--- src/rtl/wbu.sv ---
// -----------------------------------------------------------------------------
// wbu -- write-back unit
//
// Last pipeline stage. Accepts one instruction at a time from the LSU stage,
// selects the register-file write data, writes rd exactly once (in the first
// cycle after accept) and then presents the instruction as committed
// (this_valid) until the downstream side takes it (next_ready). While a
// commit handshake happens, a new instruction may be accepted in the same
// cycle, so the unit sustains one instruction per cycle.
//
// Optional feature: define macro COMMIT_CNT_EN to build a 64-bit retired
// instruction counter on commit_cnt. Without it commit_cnt is tied to 0
// and no counter flops exist.
//
// Parameters:
//   XLEN        width of PC and register-file write data (default 32)
//
// Ports:
//   clk         in   1     core clock, rising edge
//   rst_n       in   1     asynchronous active-low reset
//   inst        in   32    instruction; rd = inst[11:7]
//   pc          in   XLEN  PC of inst
//   alu_result  in   XLEN  write-back source 0
//   lsu_rdata   in   XLEN  write-back source 1
//   csr_rdata   in   XLEN  write-back source 3 (source 2 is pc+4)
//   wb_sel      in   2     write-back source select
//   reg_wen     in   1     instruction writes rd
//   prev_valid  in   1     LSU has an instruction for us
//   this_ready  out  1     we can take an instruction this cycle
//   this_valid  out  1     an instruction is waiting to commit
//   next_ready  in   1     downstream takes the committing instruction
//   rf_wen      out  1     register-file write enable (single-cycle pulse)
//   rf_waddr    out  5     register-file write address
//   rf_wdata    out  XLEN  register-file write data
//   commit_pc   out  XLEN  PC of the committing instruction
//   commit_cnt  out  64    retired instruction count (0 when disabled)
// -----------------------------------------------------------------------------
module wbu #(
  parameter int XLEN = 32
) (
  input  logic            clk,
  input  logic            rst_n,
  input  logic [31:0]     inst,
  input  logic [XLEN-1:0] pc,
  input  logic [XLEN-1:0] alu_result,
  input  logic [XLEN-1:0] lsu_rdata,
  input  logic [XLEN-1:0] csr_rdata,
  input  logic [1:0]      wb_sel,
  input  logic            reg_wen,
  input  logic            prev_valid,
  output logic            this_ready,
  output logic            this_valid,
  input  logic            next_ready,
  output logic            rf_wen,
  output logic [4:0]      rf_waddr,
  output logic [XLEN-1:0] rf_wdata,
  output logic [XLEN-1:0] commit_pc,
  output logic [63:0]     commit_cnt
);

  typedef enum logic {
    S_IDLE = 1'b0,
    S_WB   = 1'b1
  } state_t;

  state_t            r_state;
  logic              r_this_valid;
  logic              r_rf_wen;
  logic [4:0]        r_rf_waddr;
  logic [XLEN-1:0]   r_rf_wdata;
  logic [XLEN-1:0]   r_commit_pc;

  logic              w_accept;
  logic              w_commit;
  logic [4:0]        w_rd;
  logic [XLEN-1:0]   w_pc_plus4;
  logic [XLEN-1:0]   w_sel_data;
  logic              w_do_write;

  // Only rd is meaningful here; the remaining instruction bits are decoded
  // upstream and intentionally ignored.
  logic              w_unused_inst_bits;
  assign w_unused_inst_bits = ^{inst[31:12], inst[6:0]};

  assign w_rd       = inst[11:7];
  assign w_pc_plus4 = pc + XLEN'(4);   // wraps modulo 2^XLEN
  assign w_do_write = reg_wen & (w_rd != 5'd0);

  always_comb begin
    w_sel_data = alu_result;
    case (wb_sel)
      2'd0:    w_sel_data = alu_result;
      2'd1:    w_sel_data = lsu_rdata;
      2'd2:    w_sel_data = w_pc_plus4;
      2'd3:    w_sel_data = csr_rdata;
      default: w_sel_data = alu_result;
    endcase
  end

  // Ready when empty, or when the held instruction leaves this very cycle.
  assign this_ready = (r_state == S_IDLE) | (r_this_valid & next_ready);
  assign w_accept   = prev_valid & this_ready;
  assign w_commit   = r_this_valid & next_ready;

  // Single FSM block: state plus every registered output.
  // rf_wen defaults low each cycle so it can only be high in the cycle right
  // after an accept; a stall (next_ready low) therefore never rewrites rd.
  always_ff @(posedge clk or negedge rst_n) begin
    if (!rst_n) begin
      r_state      <= S_IDLE;
      r_this_valid <= 1'b0;
      r_rf_wen     <= 1'b0;
      r_rf_waddr   <= 5'd0;
      r_rf_wdata   <= '0;
      r_commit_pc  <= '0;
    end else begin
      r_rf_wen <= 1'b0;

      // Capture happens only on accept; otherwise the outputs hold, which
      // keeps waddr/wdata/commit_pc stable across any stall.
      if (w_accept) begin
        r_rf_waddr  <= w_rd;
        r_rf_wdata  <= w_sel_data;
        r_commit_pc <= pc;
        r_rf_wen    <= w_do_write;
      end

      case (r_state)
        S_IDLE: begin
          if (w_accept) begin
            r_state      <= S_WB;
            r_this_valid <= 1'b1;
          end
        end
        S_WB: begin
          // In WB an accept is only possible together with a commit, so
          // staying in WB here is the back-to-back case.
          if (w_accept) begin
            r_state      <= S_WB;
            r_this_valid <= 1'b1;
          end else if (w_commit) begin
            r_state      <= S_IDLE;
            r_this_valid <= 1'b0;
          end
        end
        default: begin
          r_state      <= S_IDLE;
          r_this_valid <= 1'b0;
        end
      endcase
    end
  end

  assign this_valid = r_this_valid;
  assign rf_wen     = r_rf_wen;
  assign rf_waddr   = r_rf_waddr;
  assign rf_wdata   = r_rf_wdata;
  assign commit_pc  = r_commit_pc;

`ifdef COMMIT_CNT_EN
  logic [63:0] r_commit_cnt;

  // Free-running retire counter; wraps naturally at 2^64.
  always_ff @(posedge clk or negedge rst_n) begin
    if (!rst_n) begin
      r_commit_cnt <= 64'd0;
    end else if (w_commit) begin
      r_commit_cnt <= r_commit_cnt + 64'd1;
    end
  end

  assign commit_cnt = r_commit_cnt;
`else
  assign commit_cnt = 64'd0;
`endif

endmodule
--- config.mk ---
export PLATFORM = sky130hd
export DESIGN_NAME = wbu
export DESIGN_NICKNAME = d
export VERILOG_FILES = /design/src/rtl/wbu.sv
export SDC_FILE = /design/constraint.sdc
export NUM_CORES = 1
export LEC_CHECK = 0
export CAP_MARGIN = 20
export CORE_AREA = 2 2 118 120
export DETAILED_ROUTE_END_ITERATION = 8
export DIE_AREA = 0 0 120 122
export PLACE_DENSITY = 0.84
export SETUP_SLACK_MARGIN = 0.4
export SLEW_MARGIN = 20
export SYNTH_ARGS = -nofsm -noshare
export SYNTH_HDL_FRONTEND = slang
export SYNTH_SLANG_ARGS = --single-unit
export TNS_END_PERCENT = 30
--- constraint.sdc ---
create_clock -name clk -period 3.7 [get_ports clk]
set_input_delay 0.74 -clock clk [delete_from_list [all_inputs] [get_ports clk]]
set_output_delay 0.74 -clock clk [all_outputs]
set_load 0.01 [all_outputs]
==> metrics.txt <==
buffers inserted by post-CTS timing repair 0; worst vdd ir roughly 0.3 mV; Starting Density 34.5%; status finished, final reports clean; CTS root buffer clkbuf_16; routed len/inst 16.6 µm; Inst Count DP 909; core box area 0.0135 mm²; Setup CP Type input pin to output pin; NumNets Final ~910; CTS clock-pin slew for the worst setup and hold paths 0.05 ns; vias per cell approximately 4.7; final setup margin 1.01 ns; worst hold path type register to register; Critical path buffers and inverters 2; max_slew headroom 35.9%; routed via count between 4000 and 5000; Most used DFF post-synth dfrtp_1; fin cells 925; Mapped Area 0.00466 mm²; delay-heaviest family, CP buffers and inverters; Place WS a little under 0.7 ns; most common cell after layout, fill and taps aside clkdlybuf4s50_1; Max Cap Viol 0; CP Max Fanout 4; htree depth 3; RSZ-0062 raised after global routing false; commonest cells after routing, fill and taps aside clkdlybuf4s50_1, nand2_1, dfrtp_1; Crit. End Element output pin; drt total wl 15.3 mm; Layout fillers 1248; gr usage total 20.7%; Core Rows 43; Clk Latency, worst-skew pair between 0.3 and 0.4 ns; CTS Hold Buffers Added 0; Worst Path Arrival around 2 ns; Ys Warns 0; post-synthesis register bit count 72; Final Max Tran Viols 0; worst path required time roughly 3.0 ns; Critical Path Max Stage Delay approximately 0.55 ns; layout cells sized above 1 under 10%; final clock period utilization by the worst path 72.8%; initial DRC count ~400; CTS-repair resized insts 0; Die Area ~0.015 mm²; post-synth cell types 47; total gr overflow 0; Synth Area per Inst 8.61 µm²; CTS Buf Count 9; sequential area share after synthesis 38.7%; power density over the cells 567 mW/mm²; synth-to-layout area growth 49.6%; EDFF count, synth 0; Post-synth ARST share 100%; Pleak about 3.0 nW; # IOs 303; Final Hold Viols 0; Startpoint Class input pin; DRC viols 0; Crit path top cell by count clkdlybuf4s50_1; crit path cell chain clkdlybuf4s50_1, a21bo_2, clkdlybuf4s50_1; vias in the first global route 4263; Peak Freq 371 MHz; routability cong. 0.875; largest net degree at the start of global routing 73; first-pass GRT wire length approximately 23 mm; DR pass1 iterations 5; Worst-Margin Slew 0.962 ns; fin crit period 2.69 ns; DP Wirelength 11.9 mm; clock tree sinks 72; Tot Pwr 3.95 mW; Worst path slowest cell clkdlybuf4s50_1; Longest Clk Path Bufs 2; Port Buffers 211; Syn Inst Count 541; DRT antenna net count 0; Setup TNS 0 ns; Clock Skews 0.00350 ns; initial antenna violation count 0; # diodes 0; die height 122 µm; die width 120 µm; final setup fails 0; TritonCTS clock tree built
==> cell usage after synthesis, drive strengths merged, types with 6 or more instances <==
cell type / n / area [µm²]
nor4: 10 / 120
o211ai: 9 / 67.6
xor2: 13 / 114
nand3: 11 / 67.6
nand2: 166 / 631
mux4: 9 / 203
mux2i: 13 / 130
nand4: 11 / 68.8
clkbuf: 16 / 60.1
o21ai: 35 / 175
nor2: 16 / 60.1
a21oi: 11 / 55.1
dfrtp: 72 / 1800
o22ai: 6 / 37.5
mux2: 11 / 124
xnor2: 11 / 96.3
buf: 78 / 541
==> logic make-up after synthesis <==
family | synth area share, %
fa+ha+maj | 0.537
simple gates | 23.0
xor+xnor | 4.51
buf+inv | 13.3
mux | 9.80
other cells | 0.0805
compound gates | 10.0
flops | 38.7
==> metal layers <==
metal  track usage, %  up-vias  routed length [µm]
met5                0        -                   0
met4             6.99        0                 327
met3             5.48       24                1010
met2             34.1      176                7400
met1             26.5     2073                6600
li1                 -     2117                   -
==> per-stage QoR <==
stage	utilization [%]	hold WS, ns	area [µm²]
after detailed placement	49.5	0.462	6680
after global routing	51.6	0.494	6970
after CTS	51.6	0.475	6970
after floorplan	-	0.444	4890
after global placement	49.5	0.456	6680
final	51.6	0.471	6970
==> tightest hold or removal path, delay by kind of cell (launching register included) <==
| kind | cells | cell delay, ns |
|---|---|---|
| and+or+nand+nor | 2 | 0.11 |
| DFF | 1 | 0.33 |
==> power breakdown <==
part           internal (mW)  switching [mW]  total [mW]
Clock                  0.505           0.325       0.831
Combinational          0.982           0.762        1.74
Sequential              1.17           0.208        1.38
Total                   2.66            1.30        3.95
==> registers in the layout (all words and copies together) (netlist names) <==
signal      count
commit_pc      32
r_state         1
rf_waddr        5
rf_wdata       32
rf_wen          1
this_valid      1
==> path summary, 6_finish.rpt <==
path | cells after the start | slack [ns] | to | from
max | 3 | 1.01 | this_ready | next_ready
min reg2reg | 2 | 0.47 | commit_pc[29] | commit_pc[29]
max in group asynchronous | 1 | 2.52 | rf_wdata[29] | rst_n
max reg2reg | 4 | 1.78 | rf_wdata[9] | r_state
min | 2 | 0.47 | commit_pc[29] | commit_pc[29]
min in group asynchronous | 1 | 0.54 | commit_pc[5] | rst_n
==> area by class of cell <==
class / count / area [µm²] / share of cell area (%)
clock buffers: 13 / 270 / 3.88
inverters: 5 / 18.8 / 0.269
well taps: 180 / 225 / 3.23
flip-flops and latches: 72 / 1800 / 25.9
multi-input cells: 433 / 2480 / 35.6
repair buffers: 219 / 2160 / 31.0
clock inverters: 3 / 15.0 / 0.215
(Power assumes the default switching activity.)
